===== src/rtl/truth_table_scanner.sv =====
// truth_table_scanner: walks every input vector of a combinational function,
// captures its output into a truth table, then streams the indices of the
// set minterms over a valid/ready handshake and pulses done.
module truth_table_scanner #(
  parameter int N      = 4,
  parameter int SETTLE = 2
) (
  input  logic              clk,
  input  logic              rst,
  input  logic              start,
  output logic [N-1:0]      probe_a,
  input  logic              probe_z,
  output logic              busy,
  output logic              done,
  output logic [2**N-1:0]   table_out,
  output logic [N:0]        ones_count,
  output logic              mt_valid,
  output logic [N-1:0]      mt_index,
  input  logic              mt_ready
);

  localparam int DEPTH = 2**N;
  localparam logic [3:0]   SETTLE_LAST = 4'(SETTLE - 1);
  localparam logic [N-1:0] LAST_VEC    = N'(DEPTH - 1);

  typedef enum logic [1:0] {IDLE, SCAN, EMIT, FIN} state_t;

  state_t             state;
  logic [3:0]         settle_cnt;
  logic [DEPTH-1:0]   work;        // minterms still to be emitted
  logic [DEPTH-1:0]   table_cap;   // table including the sample taken this edge
  logic [DEPTH-1:0]   work_after;  // working copy once the current index is accepted
  logic [N-1:0]       cap_low;
  logic [N-1:0]       after_low;

  // Priority encoder: index of the lowest set bit (0 when none are set).
  function automatic logic [N-1:0] lowest_set(input logic [DEPTH-1:0] v);
    logic [N-1:0] r;
    r = '0;
    for (int i = DEPTH - 1; i >= 0; i--) begin
      if (v[i]) r = N'(i);
    end
    return r;
  endfunction

  // Look-ahead copies so the first and next minterm can be registered
  // on the same edge that produces them (no bubble in the stream).
  always_comb begin
    table_cap           = table_out;
    table_cap[probe_a]  = probe_z;
    work_after          = work;
    work_after[mt_index] = 1'b0;
  end

  assign cap_low   = lowest_set(table_cap);
  assign after_low = lowest_set(work_after);

  // Main controller: scan every vector, then stream minterms, then pulse done.
  always_ff @(posedge clk) begin
    if (rst) begin
      state      <= IDLE;
      probe_a    <= '0;
      busy       <= 1'b0;
      done       <= 1'b0;
      table_out  <= '0;
      ones_count <= '0;
      mt_valid   <= 1'b0;
      mt_index   <= '0;
      settle_cnt <= '0;
      work       <= '0;
    end else begin
      done <= 1'b0;
      case (state)
        IDLE: begin
          probe_a <= '0;
          if (start) begin
            state      <= SCAN;
            busy       <= 1'b1;
            table_out  <= '0;
            ones_count <= '0;
            settle_cnt <= SETTLE_LAST;
          end
        end
        SCAN: begin
          if (settle_cnt == 4'd0) begin
            // The vector has been stable for SETTLE cycles: sample it.
            table_out[probe_a] <= probe_z;
            if (probe_z) ones_count <= ones_count + (N+1)'(1);
            if (probe_a != LAST_VEC) begin
              probe_a    <= probe_a + N'(1);
              settle_cnt <= SETTLE_LAST;
            end else begin
              probe_a  <= '0;
              state    <= EMIT;
              work     <= table_cap;
              mt_valid <= |table_cap;
              mt_index <= cap_low;
            end
          end else begin
            settle_cnt <= settle_cnt - 4'd1;
          end
        end
        EMIT: begin
          if (!mt_valid) begin
            // Nothing left to emit (or table was empty).
            state <= FIN;
            busy  <= 1'b0;
            done  <= 1'b1;
          end else if (mt_ready) begin
            work     <= work_after;
            mt_valid <= |work_after;
            if (|work_after) mt_index <= after_low;
          end
        end
        FIN: begin
          state <= IDLE;
        end
        default: state <= IDLE;
      endcase
    end
  end

endmodule

===== config.mk =====
export PLATFORM = sky130hd
export DESIGN_NAME = truth_table_scanner
export DESIGN_NICKNAME = d
export VERILOG_FILES = /design/src/rtl/truth_table_scanner.sv
export SDC_FILE = /design/constraint.sdc
export NUM_CORES = 1
export LEC_CHECK = 0
export BUFFER_PORTS_ARGS = -buffer_cell sky130_fd_sc_hd__buf_2
export CORE_MARGIN = 2
export CORE_UTILIZATION = 61
export CTS_CLUSTER_DIAMETER = 200
export DETAILED_ROUTE_END_ITERATION = 6
export GPL_ROUTABILITY_DRIVEN = 0
export PLACE_DENSITY = 0.88
export SLEW_MARGIN = 20
export SYNTH_ARGS = -nofsm -noshare
export SYNTH_HDL_FRONTEND = slang
export SYNTH_SLANG_ARGS = --single-unit

===== constraint.sdc =====
create_clock -name clk -period 3.06 [get_ports clk]
set_input_delay 0.153 -clock clk [delete_from_list [all_inputs] [get_ports clk]]
set_output_delay 0.153 -clock clk [all_outputs]
set_load 0.1 [all_outputs]

==> results.rst <==
.. list-table::
   :header-rows: 1

   * - Metric
     - Value
   * - Final net count
     - 487
   * - Endpoint kind of the worst setup timing path
     - register
   * - Number of buffers inserted during clock tree synthesis
     - 5
   * - Cts repair resizes
     - 0
   * - Max-Cap Viols
     - 0
   * - Largest net degree at the start of global routing
     - 53
   * - Number of antenna-violating nets in the routed design
     - 0
   * - Final setup violating endpoints
     - 0
   * - GRT met3 Usage
     - 4.98%
   * - DR vias/cell
     - 6.60
   * - Detailed router's first-iteration violation count
     - 405
   * - Die H
     - 79.9 um
   * - IO buf count
     - 36
   * - Syn Std Cell Area
     - 0.00351 mm2
   * - Register area share after synthesis
     - 30.8%
   * - I/O pin count
     - 37
   * - Routing usage on met2
     - 46.8%
   * - Most used flip-flop cell after synthesis
     - sky130_fd_sc_hd__dfxtp_1
   * - Overflow left after global routing
     - 0
   * - Setup repair after global routing missed its margin
     - false
   * - Layout area overhead
     - 8.51%
   * - Area taken by multi-input logic gates
     - 0.00226 mm2
   * - Post-synthesis cell type count
     - 67
   * - Internal power component
     - 1.59 mW
   * - Async set-reset flop share out of synthesis
     - 0%
   * - Worst supply voltage drop on vdd
     - 0.644 mV
   * - Number of failing hold endpoints at the final stage
     - 0
   * - Total global-route track usage
     - 29.9%
   * - Sequential power share
     - 29.8%
   * - CTS Root Cell
     - sky130_fd_sc_hd__clkbuf_8
   * - TritonCTS clock tree
     - built
   * - Power density of the placed cells
     - 884 mW/mm2
   * - Sw Share
     - 52.7%
   * - Storage cell area
     - 0.00108 mm2
   * - Width of the die
     - 79.9 um
   * - Maximum fanout encountered on the critical timing path
     - 20
   * - Warning count from the yosys run
     - 0
   * - Post-CTS Hold Fix Bufs
     - 0
   * - Number of global-route vias before repair
     - 3,116
   * - Portion of total power attributed to the clock network
     - 12.4%
   * - CTS clock-pin slew for the worst setup and hold paths
     - 0.10 ns
   * - Worst slew margin
     - 38.1%
   * - Final cycle utilization of the critical path
     - 89.4%
   * - Filler cells
     - 453
   * - Max Fclk
     - 0.366 GHz
   * - Total Routed Length
     - 9.25 mm
   * - # H-tree levels
     - 2
   * - Critical path type
     - register to register
   * - Critical path startpoint category
     - register
   * - Total power consumption of the routed design
     - 3.37 mW
   * - Data arrival at the endpoint of the critical path
     - 2.90 ns
   * - Post-CTS setup-driven buffer insertion count
     - 0
   * - Yosys reg bits
     - 54
   * - Number of vias in the routed layout
     - 3,596
   * - Min-Delay Path Class
     - input pin to register
   * - Starting density of the core
     - 63.4%
   * - Antenna violations before repair
     - 0
   * - Total Die Area
     - 0.00638 mm2
   * - Pin slew with the least headroom to its limit
     - 0.928 ns
   * - Buffers from clock root to sink, at most
     - 2
   * - Outcome
     - complete, no violations
   * - Core region area
     - 0.00554 mm2
   * - Global-route wire length before repair
     - 15.2 mm
   * - Clock Skews
     - 0.00630 ns
   * - Gate power share
     - 57.8%
   * - Inserted Diodes
     - 0
   * - Detailed-route DRC error count
     - 0
   * - EDFF count, synth
     - 0
   * - Proportion of layout cells with a drive suffix above 1
     - 15.6%
   * - Met1 demand-to-capacity share in global routing
     - 40.2%
   * - Switching component of the power
     - 1.77 mW
   * - Max-slew violation total from the final report
     - 0
   * - Final critical path time including I/O delays and setup
     - 2.73 ns
   * - Router iterations before antenna repair
     - 5
   * - Synthesized net count
     - 464
   * - Wire length per cell
     - 17.0 um
   * - Clock Sink Count
     - 54
   * - Number of placement rows
     - 27
   * - CP Data Required Time
     - 3.22 ns
   * - Synthesized area divided by synthesized cell count
     - 7.82 um2
   * - Post-route setup TNS
     - 0 ns
   * - Worst-Skew Late Latency
     - 0.31 ns
   * - Post-Synthesis Cells
     - 449
   * - Post-DP HPWL
     - 6.62 mm
   * - Busiest metal layer after global routing
     - met2
   * - P_leak
     - 1.56 nW
==> worst paths after layout <==
| check | depth (start not counted) | start | endpoint | slack [ns] |
|---|---|---|---|---|
| hold / removal | 3 | start | ones_count[4] | 0.19 |
| hold reg to reg | 2 | busy | busy | 0.51 |
| setup reg to reg | 6 | probe_a[3] | mt_valid | 0.33 |
| setup / recovery | 6 | probe_a[3] | mt_valid | 0.33 |
==> layout by cell type, fill, tap and decap left out, types with 3 or more instances in the layout <==
cell,n
sky130_fd_sc_hd__nand4b_1,3
sky130_fd_sc_hd__nand3_1,7
sky130_fd_sc_hd__clkbuf_8,6
sky130_fd_sc_hd__a21o_1,4
sky130_fd_sc_hd__mux2_2,6
sky130_fd_sc_hd__mux2i_1,15
sky130_fd_sc_hd__buf_4,8
sky130_fd_sc_hd__dfxtp_1,54
sky130_fd_sc_hd__nor2_1,72
sky130_fd_sc_hd__a2bb2oi_1,8
sky130_fd_sc_hd__nor3b_1,5
sky130_fd_sc_hd__a21oi_1,34
sky130_fd_sc_hd__o21ai_0,18
sky130_fd_sc_hd__nand3b_1,9
sky130_fd_sc_hd__nand2_1,43
sky130_fd_sc_hd__xor2_1,3
sky130_fd_sc_hd__buf_2,36
sky130_fd_sc_hd__a311oi_1,4
sky130_fd_sc_hd__a22oi_1,11
sky130_fd_sc_hd__a211oi_1,8
sky130_fd_sc_hd__ha_1,10
sky130_fd_sc_hd__o211ai_1,3
sky130_fd_sc_hd__or2_2,3
sky130_fd_sc_hd__inv_1,11
sky130_fd_sc_hd__and3_1,3
sky130_fd_sc_hd__or4b_1,3
sky130_fd_sc_hd__nand4_1,6
sky130_fd_sc_hd__and2_1,4
sky130_fd_sc_hd__o21bai_1,5
sky130_fd_sc_hd__nor2b_1,4
sky130_fd_sc_hd__nand2b_1,7
sky130_fd_sc_hd__nor3_1,12
==> through the flow <==
stage	setup slack, ns	instance area, um2	cells	util (%)	hold WS, ns
after floorplan	0.233	3510	449	-	0.366
after global placement	0.535	3720	537	67.1	0.478
after detailed placement	0.478	3720	537	67.1	0.492
after CTS	0.372	3810	545	68.8	0.189
after global routing	0.163	3810	545	68.8	0.236
final	0.325	3810	545	68.8	0.193
==> final cells by class <==
class	instances	area share (%)
clock buffers	7	2.27
inverters	12	1.18
repair buffers	44	6.30
clock inverters	1	0.131
flip-flops and latches	54	28.4
well taps	72	2.36
multi-input cells	355	59.4
==> flip-flops by register name (all words and copies together) (netlist names) <==
name and count:
table_out 16, work 16, ones_count 5, mt_index 4, probe_a 4, settle_cnt 4
state 2, busy 1, done 1, mt_valid 1
==> power by group through the flow <==
stage,combinational [mW],clock (mW),sequential (mW)
6_report,1.95,0.419,1.00
5_1_grt,2.09,0.446,1.02
4_1_cts,1.91,0.424,0.993
3_5_place_dp,1.90,0,1.01
3_3_place_gp,1.84,0,0.997
2_1_floorplan,1.19,0,1.31
==> synth_stat cells (all sizes together), types with 2 or more instances <==
library cell	count	area share, %
clkbuf	14	1.5
nor4bb	2	0.57
nor4	2	0.36
mux2i	15	4.3
nand4bb	2	0.64
nor3b	5	1.1
nor4b	3	0.93
o21bai	5	1.1
nand3b	9	1.9
and3	3	0.53
nand3	7	1.0
inv	11	1.2
a21oi	34	4.8
nor2b	4	0.71
and2	5	0.96
or3	2	0.36
o32a	2	0.57
or2	3	0.53
buf	14	2.0
mux2	7	2.4
or3b	2	0.50
nor3	12	1.7
nand2	43	4.6
ha	10	3.6
nand4b	4	1.4
a22oi	11	2.4
xor2	3	0.75
a21o	4	0.86
a2bb2oi	9	2.4
nand2b	7	1.2
nor2	73	7.9
a41oi	2	0.50
o21ai	19	2.7
o22ai	2	0.36
a311oi	4	1.0
nand4	6	1.1
o211ai	3	0.64
a31oi	2	0.36
dfxtp	54	31
a211oi	9	2.1
or4b	3	0.86
==> logic make-up (layout without fill, tap and decap cells) <==
group,count (synthesis),count (layout),share of synthesized area [%]
compound gates,121,121,24.1
xor+xnor,3,3,0.748
fa+ha+maj,10,10,3.56
buf+inv,40,64,4.77
flops,54,54,30.8
mux,22,22,6.63
simple gates,199,199,29.4
==> critical path, stage by stage (launching register included) <==
cell                       delay [ns]
sky130_fd_sc_hd__dfxtp_1         0.74
sky130_fd_sc_hd__and3_1          0.40
sky130_fd_sc_hd__mux2i_1         0.48
sky130_fd_sc_hd__nand4_1         0.18
sky130_fd_sc_hd__nand4b_1        0.25
sky130_fd_sc_hd__nor4b_1         0.45
sky130_fd_sc_hd__a211oi_1        0.10
==> per-layer routing <==
layer | wire (um) | vias up
li1 | - | 1679
met1 | 3930 | 1683
met2 | 4210 | 195
met3 | 800 | 39
met4 | 312 | 0
met5 | 0 | -
Note: power is estimated with default switching activity, not from simulation.
